==> config.mk <==
export PLATFORM = sky130hd
export DESIGN_NAME = mem_arbiter
export DESIGN_NICKNAME = d
export VERILOG_FILES = /design/src/rtl/mem_arbiter.sv
export SDC_FILE = /design/constraint.sdc
export NUM_CORES = 1
export LEC_CHECK = 0
export ABC_AREA = 1
export BUFFER_PORTS_ARGS = -buffer_cell sky130_fd_sc_hd__clkbuf_2
export CAP_MARGIN = 30
export CORE_ASPECT_RATIO = 0.5
export CORE_MARGIN = 8
export CORE_UTILIZATION = 50
export DETAILED_ROUTE_END_ITERATION = 12
export GPL_TIMING_DRIVEN = 0
export PLACE_DENSITY = 0.95
export SYNTH_ARGS = -nofsm -noshare
export SYNTH_HDL_FRONTEND = slang
export SYNTH_SLANG_ARGS = --single-unit
==> constraint.sdc <==
create_clock -name clk -period 4 [get_ports clk]
set_input_delay 0.2 -clock clk [delete_from_list [all_inputs] [get_ports clk]]
set_output_delay 0.2 -clock clk [all_outputs]
set_load 0.01 [all_outputs]
==> src/rtl/mem_arbiter.sv <==
// mem_arbiter: two-port round-robin arbiter in front of a single memory port.
// Port 0 is the CPU and port 1 is the DMA engine. Each transaction walks through
// IDLE -> ISSUE -> WAIT -> ACK and returns to IDLE. All outputs are registered.
// Build option: define MEM_ARB_TIMEOUT_EN to bound the WAIT state to TIMEOUT_CYC
// cycles. A transaction that times out completes with err=1. Without the macro,
// WAIT waits for the memory indefinitely and err is tied low.
module mem_arbiter #(
    parameter int unsigned TIMEOUT_CYC = 255
) (
    input  logic        clk,
    input  logic        rst,
    input  logic        req0,
    input  logic        req1,
    input  logic        we0,
    input  logic        we1,
    input  logic [14:0] addr0,
    input  logic [14:0] addr1,
    input  logic [31:0] wdata0,
    input  logic [31:0] wdata1,
    output logic        ack0,
    output logic        ack1,
    output logic [31:0] rdata,
    output logic        err,
    output logic [1:0]  grant,
    output logic        busy,
    output logic [14:0] mem_addr,
    output logic [31:0] mem_wdata,
    output logic        mem_w,
    output logic        mem_start,
    input  logic [31:0] mem_rdata,
    input  logic        mem_readrdy,
    input  logic        mem_saverdy
);

    typedef enum logic [1:0] {
        IDLE  = 2'd0,
        ISSUE = 2'd1,
        WAIT  = 2'd2,
        ACK   = 2'd3
    } state_t;

    state_t      state;
    logic        last_grant;   // 0: port 0 was served last, 1: port 1
    logic        lat_we;       // direction of the transaction in flight
    logic        winner;       // port chosen in IDLE this cycle
    logic        done;         // matching completion strobe seen in WAIT
    logic        timed_out;    // WAIT budget used up this cycle
    logic [1:0]  req_vec;
    logic [1:0]  we_vec;
    logic [1:0]  ack_vec;
    logic [14:0] addr_vec  [2];
    logic [31:0] wdata_vec [2];

    // Gather the two request ports into indexable form so the winner selects them.
    assign req_vec      = {req1, req0};
    assign we_vec       = {we1, we0};
    assign addr_vec[0]  = addr0;
    assign addr_vec[1]  = addr1;
    assign wdata_vec[0] = wdata0;
    assign wdata_vec[1] = wdata1;
    assign ack0         = ack_vec[0];
    assign ack1         = ack_vec[1];

    // A zero WAIT budget has no meaning, so it is rejected when the design is built.
    generate
        if (TIMEOUT_CYC == 0) begin : g_bad_timeout
            $error("mem_arbiter: TIMEOUT_CYC must be at least 1");
        end
    endgenerate

    // Round-robin choice. A lone requester wins. On a tie, the port not served last wins.
    always_comb begin
        winner = 1'b0;
        if (req_vec[0] && req_vec[1]) begin
            winner = ~last_grant;
        end else if (req_vec[1]) begin
            winner = 1'b1;
        end
    end

    // Only the completion strobe that matches the latched direction counts.
    // The opposite strobe is ignored.
    always_comb begin
        done = lat_we ? mem_saverdy : mem_readrdy;
    end

`ifdef MEM_ARB_TIMEOUT_EN
    localparam int CNT_W = $clog2(TIMEOUT_CYC + 1);

    logic [CNT_W-1:0] wait_cnt;

    // Count WAIT cycles. The counter restarts from zero on every entry into WAIT.
    always_ff @(posedge clk or posedge rst) begin
        if (rst) begin
            wait_cnt <= '0;
        end else if (state == ISSUE) begin
            wait_cnt <= '0;
        end else if (state == WAIT) begin
            wait_cnt <= wait_cnt + CNT_W'(1);
        end
    end

    // Timeout happens in the last permitted WAIT cycle, so WAIT lasts exactly TIMEOUT_CYC cycles.
    assign timed_out = (state == WAIT) && (wait_cnt == CNT_W'(TIMEOUT_CYC - 1));

    // err rises together with ack when the budget ran out first.
    // It is low on every normal completion.
    always_ff @(posedge clk or posedge rst) begin
        if (rst) begin
            err <= 1'b0;
        end else if (state == WAIT) begin
            err <= timed_out && !done;
        end else if (state == ACK) begin
            err <= 1'b0;
        end
    end
`else
    assign timed_out = 1'b0;
    assign err       = 1'b0;
`endif

    // Transaction sequencer. Requests are sampled only in IDLE.
    // The memory address and data stay valid through ISSUE and WAIT.
    always_ff @(posedge clk or posedge rst) begin
        if (rst) begin
            state      <= IDLE;
            last_grant <= 1'b1;
            lat_we     <= 1'b0;
            grant      <= 2'b00;
            busy       <= 1'b0;
            ack_vec    <= 2'b00;
            rdata      <= 32'd0;
            mem_addr   <= 15'd0;
            mem_wdata  <= 32'd0;
            mem_w      <= 1'b0;
            mem_start  <= 1'b0;
        end else begin
            case (state)
                IDLE: begin
                    if (|req_vec) begin
                        state     <= ISSUE;
                        busy      <= 1'b1;
                        lat_we    <= we_vec[winner];
                        grant     <= winner ? 2'b10 : 2'b01;
                        mem_addr  <= addr_vec[winner];
                        mem_wdata <= wdata_vec[winner];
                        mem_w     <= we_vec[winner];
                        mem_start <= ~we_vec[winner];
                    end
                end
                ISSUE: begin
                    // The strobes last one cycle. Any completion seen here is ignored.
                    state     <= WAIT;
                    mem_w     <= 1'b0;
                    mem_start <= 1'b0;
                end
                WAIT: begin
                    if (done || timed_out) begin
                        state     <= ACK;
                        ack_vec   <= grant;
                        mem_addr  <= 15'd0;
                        mem_wdata <= 32'd0;
                        if (done && !lat_we) begin
                            rdata <= mem_rdata;
                        end
                    end
                end
                ACK: begin
                    state      <= IDLE;
                    ack_vec    <= 2'b00;
                    grant      <= 2'b00;
                    busy       <= 1'b0;
                    last_grant <= grant[1];
                end
                default: begin
                    state <= IDLE;
                end
            endcase
        end
    end

endmodule

==> flow_results.org <==
** Place
- Final estimated routing congestion in global placement :: 0.8523
- Hpwl dp :: 10800 um
- Count of input and output buffers :: approximately 220
- Timing analysis after detailed placement gives a worst setup slack of 2.133 ns.

** Global routing
- Entering global routing, the biggest net connects 47 pins.
- Summed over all layers, the global routing overflow is 0.
- Global routing consumed, over all layers together, 21.41% of the routing resources.
- Antenna violations before repair :: 1
- The first global-routing pass estimated ~22000 um of wire.
- The number of global-route vias before repair was 4739.

** Clocking
- The clock passes through at most 2 buffers.
- Post-CTS repair changed the size of 0 cells.
- TritonCTS built the clock tree.
- CTS Buf Count :: 9
- Clock-pin slew was measured on the worst setup and hold paths at 0.07 ns.
- Number of clock sinks :: 90
- Clk root buf :: clkbuf_16
- Clock insertion delay at the later pin of the skew report :: 0.34 ns
- Max H-tree Level :: 3

** Routing
- Initial drt markers :: around 230
- Routed len/inst :: 14.25 um
- Detailed-router iteration count before antenna repair :: 5
- Via count :: 4715
- Using the TritonRoute via totals, the vias-per-cell ratio works out to 4.881.
- Post-detailed-routing wire length :: 13760 um
- The detail route stage leaves a number of antenna-violating nets equal to 0.
- In the routed design, unresolved DRC markers number 0.

** Yosys
- After synthesis, the mean cell area works out to 7.505 um2.
- Sorting the synthesized cells by area gives the leading types as dfrtp_1, nand2_1, inv_1.
- After synthesis, the largest area contributor takes up between 40% and 50% of total cell area.
- Summed over all instances, the cell type with the most area after synthesis is dfrtp_1.
- The share of the Yosys chip area taken by registers is 48.90%.
- Net count after synthesis :: 753
- Unique masters post-synth :: 21
- Counting flops and latches in the post-synthesis netlist gives 90.
- Mapped Cells :: 614
- The cell area that synthesis handed to floorplanning was between 0.004 and 0.005 mm2.
- The Yosys step of the flow raised 0 warnings.

** Critical path
- At the worst endpoint, the arrival time is 2.08 ns.
- Critical path data required time :: 4.20 ns
- By startpoint and endpoint, the worst setup path is classified as register to register.
- Worst path top cell family by delay :: buffers and inverters
- Ordered cell list for the critical path :: inv_1 > ha_1 > nand3_1 > nand3_2 > clkbuf_1 > o21ai_0
- The number of buffers and inverters on the critical path is 2.
- Launch point of the worst path :: state[0]$_DFFE_PP0P_
- Kind of launch point of the worst setup path :: register
- Maximum fanout count along the critical path :: 10
- Worst r2r src :: state[0]$_DFFE_PP0P_
- For the worst flop-to-flop path, the logic depth is 6.
- Capture point of the worst reg-to-reg path :: mem_wdata[18]$_DFFE_PP0P_
- Across all register-to-register paths, the minimum setup slack is 2.12 ns.
- Slowest stage delay, CP :: ~0.40 ns
- CP endpoint kind :: register
- Cell at the slowest stage of the critical path :: dfrtp_1

** STA
- The final count of pins violating max slew is 0.
- Worst Skew :: 0.006116 ns
- Achievable Freq :: ~530 MHz
- Crit share post-route :: a little under half
- In the post-route analysis, the smallest setup slack over all paths is 2.122 ns.
- Setup violations remaining at the end of the flow were counted as 0.
- After layout, the minimum clock period comes to 1.878 ns.
- Adding up every negative setup slack in the final design gives 0 ns.
- Worst slew slack as a fraction of its limit :: between 60 and 70%
- Pin slew with the least headroom to its limit :: 0.5712 ns
- Setup repair after global routing left no endpoint under its margin.
- The final hold violation count came to 0.

** Floorplan
- From bottom edge to top edge, the die measures 83.89 um.
- The die covers 0.01273 mm2.
- Die width :: 151.8 um
- The floorplan step defined a core boundary enclosing 0.008828 mm2.
- Starting density of the core :: 52.20%
- Count of boundary I/O pins :: 221
- Row cnt :: 24

** Layout
- Ratio of cells with drive above 1 in the final layout :: 30.74%
- The number of antenna diodes in the final layout is 0.
- Seq. cell area :: 0.002253 mm2
- The layout has 704 filler cells.
- Final Net Count :: between 900 and 1000
- The multi-input combinational cells in the finished layout cover a total of 0.001618 mm2.
- Relative to the synthesized area, the layout overhead comes to 34.29%.

** Power and ir drop
- Sw Ratio :: 41.64%
- Summing internal, switching and leakage power gives 4.585 mW.
- Registers are responsible for 34.4% of the overall power.
- The worst-case IR drop observed on VDD is between 0.0004 and 0.0005 V.
- Combinational logic burns 46.9% of the power.
- Internal portion of total power :: 2.676 mW
- The share of total power dissipated in the clock network is between 10% and 20%.
- Summed over all cells, the static leakage comes to around 3.8 nW.
- Power density over the cells :: 740.9 mW/mm2
- Switching Power :: 1.909 mW

** Job
- Across the run, the number of max-cap violations was 0.

** Run status
- The run finished with clean final reports.

** Min path
- The worst hold path terminates at rdata[17]$_DFFE_PP0P_.
- Hold_sp :: mem_rdata[17]
- The min-delay analysis places its worst path in the category primary input to register.
- The worst hold path was traced through 3 stages.
-- metrics by stage --
stage	hold WS, ns	utilization, %	instance area, um2	std cells
CTS	0.07554	70.10	6188	966
floorplan	0.3452	-	4608	614
global placement	0.4348	66.21	5846	949
finish	0.08576	70.10	6188	966
global route	0.07718	70.10	6188	966
detailed placement	0.3013	66.55	5876	950
-- worst register-to-register path, stage by stage (launching register included) --
cell and delay, ns:
dfrtp_1 0.40, inv_1 0.14, ha_1 0.31, nand3_1 0.24
nand3_2 0.17, clkbuf_1 0.34, o21ai_0 0.15
-- logic make-up (layout without fill, tap and decap cells) --
logic type | after synthesis | after routing | synth area share, %
compound gates | 93 | 93 | 10.15
flops | 90 | 90 | 48.90
buf+inv | 176 | 411 | 15.99
simple gates | 249 | 249 | 23.51
fa+ha+maj | 5 | 5 | 1.358
other cells | 1 | 1 | 0.08138
-- metal layers --
layer	global-route usage (%)	up-vias	part of all wire, %
li1	-	2338	-
met1	23.65	2143	40
met2	37.26	184	49
met3	5.682	48	6.9
met4	10.51	2	4.2
met5	0	-	0.094
-- cell type report --
class                   instances  share of cell area, %
plain buffers                  38                  3.538
multi-input cells             348                  26.14
clock inverters                 5                  1.031
inverters                     138                  8.411
repair buffers                220                  18.24
clock buffers                  10                  3.862
well taps                     117                  2.366
flip-flops and latches         90                  36.41
-- power groups by stage --
stage / clock (mW) / combinational, mW / sequential, mW
floorplan: 0 / 1.13 / 1.75
global placement: 0 / 2.08 / 1.56
detailed placement: 0 / 2.17 / 1.58
CTS: 0.874 / 2.18 / 1.57
global route: 0.904 / 2.41 / 1.63
finish: 0.859 / 2.15 / 1.58
-- registers in the layout, indices dropped and copies added, names as in the netlist --
name        flops
mem_start       1
last_grant      1
mem_addr       15
ack_vec         2
mem_wdata      32
busy            1
rdata          32
mem_w           1
state           2
lat_we          1
grant           2
-- what timing repair did --
action	4_1_cts	5_1_grt
hold buffers	1	0
setup buffers	0	0
endpoints found under the hold margin	45	0
-- cells in the mapped netlist --
master / number
o21ai_1: 23
inv_1: 138
nand3_2: 3
o21bai_1: 1
buf_2: 10
clkbuf_1: 17
ha_1: 5
a21oi_1: 1
buf_6: 7
nand2_2: 1
or2_2: 1
conb_1: 1
dfstp_2: 1
or2_1: 1
dfrtp_1: 89
nor2_1: 2
nand3_1: 98
buf_1: 1
o21ai_0: 68
nand2_1: 143
buf_4: 3
-- worst max-delay path by stage --
stage | to | slack, ns | cells after the start
3_5_place_dp | mem_wdata[18]$_DFFE_PP0P_ | 2.13 | 6
3_3_place_gp | mem_addr[1]$_DFFE_PP0P_ | 0.55 | 2
5_1_grt | mem_wdata[21]$_DFFE_PP0P_ | 1.92 | 6
4_1_cts | mem_wdata[18]$_DFFE_PP0P_ | 2.12 | 6
2_1_floorplan | ack_vec[0]$_DFFE_PP0P_ | 1.47 | 1
6_report | mem_wdata[18]$_DFFE_PP0P_ | 2.12 | 6
-- placed cells by master, fill, tap and decap left out, drive strengths merged --
master	Yosys	layout
clkbuf	17	245
nand2	144	144
inv	138	139
nand3	101	101
o21ai	91	91
dfrtp	89	89
buf	21	22
ha	5	5
nor2	2	2
clkinv	0	2
or2	2	2
o21bai	1	1
a21oi	1	1
conb	1	1
clkinvlp	0	1
bufinv	0	1
dlygate4sd3	0	1
dfstp	1	1
(Power assumes the default switching activity.)
